### src/rtl/genius_pkg.sv
// Shared types and constants for the Genius level/speed controller.
package genius_pkg;

    localparam int unsigned LEVEL_W              = 2;
    localparam int unsigned DEF_MAX_LEVEL        = 3;
    localparam int unsigned DEF_ROUNDS_PER_LEVEL = 4;

    typedef enum logic [1:0] {
        IDLE    = 2'd0,
        PLAY    = 2'd1,
        PENDING = 2'd2
    } state_e;

    function automatic logic [LEVEL_W-1:0] clamp_level(
        input logic [LEVEL_W-1:0] lvl,
        input logic [LEVEL_W-1:0] max_lvl
    );
        return (lvl > max_lvl) ? max_lvl : lvl;
    endfunction

endpackage

### src/rtl/genius_edge_sync.sv
// Synchronises an asynchronous level into CLK and emits a registered one-cycle pulse
// on each synchronised rising edge (latency SYNC_STAGES+1 cycles).
module genius_edge_sync #(
    parameter int unsigned SYNC_STAGES = 2
) (
    input  logic CLK,
    input  logic RST_N,
    input  logic async_in,
    output logic rise_pulse
);

    logic [SYNC_STAGES-1:0] r_sync;
    logic                   r_dly;
    logic                   r_rise;
    logic                   w_synced;

    assign w_synced = r_sync[SYNC_STAGES-1];

    always_ff @(posedge CLK) begin
        if (!RST_N) begin
            r_sync <= '0;
            r_dly  <= 1'b0;
            r_rise <= 1'b0;
        end else begin
            r_sync <= {r_sync[SYNC_STAGES-2:0], async_in};
            r_dly  <= w_synced;
            r_rise <= w_synced & ~r_dly;
        end
    end

    assign rise_pulse = r_rise;

endmodule

### src/rtl/genius_level_ctrl.sv
// Genius difficulty controller: counts won rounds, promotes the rate-mux level only right
// after a CLKHZ rising edge. Optional manual level load: define GENIUS_LEVEL_MANUAL_EN.
module genius_level_ctrl
    import genius_pkg::*;
#(
    parameter int unsigned ROUNDS_PER_LEVEL = DEF_ROUNDS_PER_LEVEL,
    parameter int unsigned MAX_LEVEL        = DEF_MAX_LEVEL,
    parameter int unsigned SYNC_STAGES      = 2
) (
    input  logic               CLK,
    input  logic               RST_N,
    input  logic               start,
    input  logic               round_ok,
    input  logic               fail,
    input  logic               clkhz_in,
`ifdef GENIUS_LEVEL_MANUAL_EN
    input  logic               man_en,
    input  logic [LEVEL_W-1:0] man_level,
`endif
    output logic [LEVEL_W-1:0] level,
    output logic               tick,
    output logic               level_up,
    output logic               playing
);

    localparam int unsigned CNT_W = (ROUNDS_PER_LEVEL > 1) ? $clog2(ROUNDS_PER_LEVEL) : 1;
    localparam logic [CNT_W-1:0]   CNT_LAST = CNT_W'(ROUNDS_PER_LEVEL - 1);
    localparam logic [LEVEL_W-1:0] LVL_MAX  = LEVEL_W'(MAX_LEVEL);

    state_e             r_state;
    state_e             w_state_nxt;
    logic [LEVEL_W-1:0] r_level;
    logic [LEVEL_W-1:0] w_level_nxt;
    logic [CNT_W-1:0]   r_cnt;
    logic [CNT_W-1:0]   w_cnt_nxt;
    logic               r_level_up;
    logic               w_level_up_nxt;
    logic               w_tick;
    logic [LEVEL_W-1:0] w_restart_lvl;
    logic [LEVEL_W-1:0] w_idle_start_lvl;

    genius_edge_sync #(
        .SYNC_STAGES(SYNC_STAGES)
    ) u_clkhz_sync (
        .CLK       (CLK),
        .RST_N     (RST_N),
        .async_in  (clkhz_in),
        .rise_pulse(w_tick)
    );

`ifdef GENIUS_LEVEL_MANUAL_EN
    logic [LEVEL_W-1:0] w_man_lvl;
    assign w_man_lvl        = clamp_level(man_level, LVL_MAX);
    assign w_restart_lvl    = man_en ? w_man_lvl : '0;
    // Start from IDLE keeps whatever was manually loaded there.
    assign w_idle_start_lvl = man_en ? w_man_lvl : r_level;
`else
    assign w_restart_lvl    = '0;
    assign w_idle_start_lvl = '0;
`endif

    always_ff @(posedge CLK) begin
        if (!RST_N) begin
            r_state    <= IDLE;
            r_level    <= '0;
            r_cnt      <= '0;
            r_level_up <= 1'b0;
        end else begin
            r_state    <= w_state_nxt;
            r_level    <= w_level_nxt;
            r_cnt      <= w_cnt_nxt;
            r_level_up <= w_level_up_nxt;
        end
    end

    always_comb begin
        w_state_nxt    = r_state;
        w_level_nxt    = r_level;
        w_cnt_nxt      = r_cnt;
        w_level_up_nxt = 1'b0;
        unique case (r_state)
            IDLE: begin
`ifdef GENIUS_LEVEL_MANUAL_EN
                if (man_en) begin
                    w_level_nxt = w_man_lvl;
                end
`endif
                if (start) begin
                    w_state_nxt = PLAY;
                    w_level_nxt = w_idle_start_lvl;
                    w_cnt_nxt   = '0;
                end
            end
            PLAY: begin
                if (fail) begin
                    w_state_nxt = IDLE;
                    w_level_nxt = w_restart_lvl;
                    w_cnt_nxt   = '0;
                end else if (start) begin
                    w_level_nxt = w_restart_lvl;
                    w_cnt_nxt   = '0;
                end else if (round_ok) begin
                    if (r_level == LVL_MAX) begin
                        w_cnt_nxt = '0;
                    end else if (r_cnt == CNT_LAST) begin
                        w_cnt_nxt   = '0;
                        w_state_nxt = PENDING;
                    end else begin
                        w_cnt_nxt = r_cnt + CNT_W'(1);
                    end
                end
            end
            PENDING: begin
                if (fail) begin
                    w_state_nxt = IDLE;
                    w_level_nxt = w_restart_lvl;
                    w_cnt_nxt   = '0;
                end else if (start) begin
                    w_state_nxt = PLAY;
                    w_level_nxt = w_restart_lvl;
                    w_cnt_nxt   = '0;
                end else if (w_tick) begin
                    // Changing the mux select right after a CLKHZ rise avoids runt pulses.
                    w_state_nxt    = PLAY;
                    w_level_nxt    = r_level + LEVEL_W'(1);
                    w_level_up_nxt = 1'b1;
                end
            end
            default: begin
                w_state_nxt = IDLE;
            end
        endcase
    end

    assign level    = r_level;
    assign tick     = w_tick;
    assign level_up = r_level_up;
    assign playing  = (r_state != IDLE);

endmodule

### config.mk
export PLATFORM = sky130hd
export DESIGN_NAME = genius_level_ctrl
export DESIGN_NICKNAME = d
export VERILOG_FILES = /design/src/rtl/genius_pkg.sv /design/src/rtl/genius_edge_sync.sv /design/src/rtl/genius_level_ctrl.sv
export SDC_FILE = /design/constraint.sdc
export NUM_CORES = 1
export LEC_CHECK = 0
export CAP_MARGIN = 20
export CORE_AREA = 4 4 41 43
export DETAILED_ROUTE_END_ITERATION = 10
export DIE_AREA = 0 0 45 47
export PLACE_DENSITY = 0.69
export SETUP_SLACK_MARGIN = 0.15
export SLEW_MARGIN = 20
export SYNTH_ARGS = -nofsm -noshare
export SYNTH_HDL_FRONTEND = slang
export SYNTH_HIERARCHICAL = 1
export SYNTH_SLANG_ARGS = --single-unit
### constraint.sdc
create_clock -name CLK -period 3.72 [get_ports CLK]
set_input_delay 0.744 -clock CLK [delete_from_list [all_inputs] [get_ports CLK]]
set_output_delay 0.744 -clock CLK [all_outputs]
set_load 0.02 [all_outputs]
==> flow_metrics.py <==
metrics = {
    "critical_path": {
        "reg2reg_to": "r_state[1]",
        "crit_path_end": "playing",
        "worstPathMaxFanout": 3,
        "rrSetupSlack_ps": 2100,
        "reg2reg_depth": 6,
        "max_stage_delay_ps": 610,
        "arrival_ps": 1640,
        "worstSetupStartpoint": "r_state[0]",
        "slowest_stage": "clkdlybuf4s50_1",
        "path_common_cell": "inv_1",
        "end_kind": "primary output",
        "critPathKind": "reg -> out",
        "reg2reg_from": "r_state[0]",
        "cp-start-kind": "flop",
        "path_cells": "inv_1 > ha_1 > inv_1 > clkdlybuf4s50_1",
        "critPathRequiredTime_ps": 2980,
    },
    "drt": {
        "vias": 465,
        "ant_nets": 0,
        "finalWirelength_um": 1100,
        "drt_iter0_markers": 4,
        "firstDrtPassIters": 4,
        "drc": 0,
        "routed_via_density": 5.28,
        "wire_per_inst_um": 12.5,
    },
    "timing": {
        "finalHoldViolCount": 0,
        "rsz0062_at_grt": "no",
        "setup_ws_ps": 1340,
        "slew_viol_final": 0,
        "clock.fmax_mhz": 420,
        "finClkSkew_ps": 9.25,
        "setup_viol": 0,
        "maxSlewHeadroom_pct": 69.6,
        "tns_ps": 0,
        "min_period_ps": 2380,
        "fin_crit_sh_pct": 64.1,
        "tightest_slew_ps": 450,
    },
    "clock_network": {
        "post_cts_buffers": 0,
        "cts_sinks": 11,
        "cts_hold_buffers": 0,
        "worstSkewPairLatency_ps": 270,
        "cts_buffers": 3,
        "cts_resized": 0,
        "cts_root_buf": "clkbuf_4",
        "cts_tree": "yes",
        "cts.clk_slew.worst_paths_ps": 80,
        "htree_num_levels": 1,
        "cts_buffer_depth": 2,
    },
    "status": {
        "status": "complete, no violations",
    },
    "final_layout": {
        "multi_input_area_um2": 332,
        "antenna_cells": 0,
        "fill_cells": 132,
        "synthToLayoutAreaGrowth_pct": 22.9,
        "seq_area_um2": 220,
        "drive_above_1_share_pct": 12.3,
        "nets": 86,
    },
    "grt": {
        "grt_pass1_wl_um": 1930,
        "antenna_found_initial": 0,
        "grt_max_degree": 10,
        "grt_pass1_vias": 459,
        "grt_overflow_total": 0,
        "grt_usage_pct": 13.1,
    },
    "power_and_ir_drop": {
        "irDropWorstVdd_mv": 0.215,
        "leakage_nw": 0.306,
        "cellPowerDensity_nw_per_um2": 441,
        "total_power_uw": 317,
    },
    "logic_synthesis": {
        "synth_fa_ha_area_share_pct": 12.8,
        "synth_xor_area_share_pct": 0,
        "synth.most_common_cell": "dfxtp_1",
        "synthFlopType": "dfxtp_1",
        "synth_edf_count": 0,
        "synth_compound_area_share_pct": 16.0,
        "ys_ff_latch": 11,
        "synth_top_family_by_area": "simple AND/OR/NAND/NOR gates",
        "synth_cells": 60,
        "synth.distinct_cells": 27,
        "synth_top_area_cell": "dfxtp_1",
        "ys_async_sr_fraction_pct": 0,
        "ys_seq_area_share_pct": 37.6,
        "syn-num-nets": 72,
        "syn_area_um2": 586,
        "muxShareOfSynthArea_pct": 1.71,
        "synth_top_area_share_pct": 37.6,
        "yosysWarnings": 6,
        "synthSimpleGateAreaFrac_pct": 26.1,
        "syn_area_per_cell_um2": 9.76,
        "ys_top_cells_by_count": "11 x dfxtp_1, 6 x ha_1, 6 x inv_1",
        "synth.area.top_cells": "dfxtp_1 38%, ha_1 13%, and2_2 3.8%",
    },
    "floorplan": {
        "io-pin-count": 11,
        "coreArea_um2": 1300,
        "die_y_um": 47,
        "rows": 13,
        "start_util_pct": 45.0,
        "dieWidth_um": 45,
        "dieArea_um2": 2120,
    },
    "job": {
        "max-cap-violations": 0,
    },
    "hold_path": {
        "holdCritPathClass": "reg -> reg",
    },
    "placed_design": {
        "place_congestion": 0.740,
        "dp_hpwl_um": 828,
        "post-place-ws_ps": 1390,
        "io_buffers": 10,
    },
}
==> cell families after synthesis <==
kind of cell / Yosys count
and+or+nand+nor: 22
AOI/OAI and AO/OA: 13
DFF: 11
buffers and inverters: 7
adders and majority gates: 6
muxes: 1
==> worst min-delay path by stage <==
stage / from / to / slack, ps / cells after the start
detailed placement: u_clkhz_sync/r_sync[0] / u_clkhz_sync/r_sync[1] / 440 / 1
floorplan: u_clkhz_sync/r_sync[0] / u_clkhz_sync/r_sync[1] / 420 / 1
finish: u_clkhz_sync/r_sync[0] / u_clkhz_sync/r_sync[1] / 450 / 1
CTS: u_clkhz_sync/r_sync[0] / u_clkhz_sync/r_sync[1] / 460 / 1
global route: u_clkhz_sync/r_sync[0] / u_clkhz_sync/r_sync[1] / 470 / 1
global placement: u_clkhz_sync/r_sync[0] / u_clkhz_sync/r_sync[1] / 430 / 1
==> registers in the layout (all words and copies together) (netlist names) <==
name and flops:
u_clkhz_sync/rise_pulse 1, u_clkhz_sync/r_dly 1, u_clkhz_sync/r_sync 2, level_up 1, r_cnt 2, r_state 2
level 2
==> cells in the final DEF, fill, tap and decap left out, types with 2 or more instances in the layout <==
cell type        count
dfxtp_1             11
clkdlybuf4s50_1     10
inv_1                6
ha_1                 6
a21oi_1              4
nor2_1               4
o21ai_0              3
clkbuf_4             3
and2_2               3
nand2b_1             2
nor3b_1              2
nor3_1               2
==> worst max-delay path: cells and delay by family (launching register included) <==
kind	cells	cell delay, ps
adders and majority gates	1	200
buffers and inverters	3	810
DFF	1	370
==> layer usage <==
metal  vias up  wire length (um)  track usage, %
li1        239                 -               -
met1       207               490            12.9
met2        15               509            22.3
met3         4                67            4.60
met4         0                30            10.5
met5         -                 0               0
==> metrics by stage <==
step                hold slack (ps)  instances  area, um^2  util (%)
floorplan                       420         60         586         -
global placement                429         84         693      53.3
detailed placement              437         84         693      53.3
CTS                             458         88         719      55.3
global route                    465         88         719      55.3
finish                          449         88         719      55.3
==> where the power goes <==
group          switching, mW  internal [mW]  leakage [nW]  total [mW]
Combinational         0.0532         0.0508         0.201       0.104
Clock                 0.0404         0.0415        0.0150      0.0819
Sequential           0.00583          0.125        0.0895       0.131
==> layout make-up <==
type                            count  area share [%]
Inverter                            6            3.13
Multi-Input combinational cell     42            46.1
Clock buffer                        4            3.65
Tap cell                           15            2.61
Sequential cell                    11            30.6
Timing Repair Buffer               10            13.9
(Power assumes the default switching activity.)
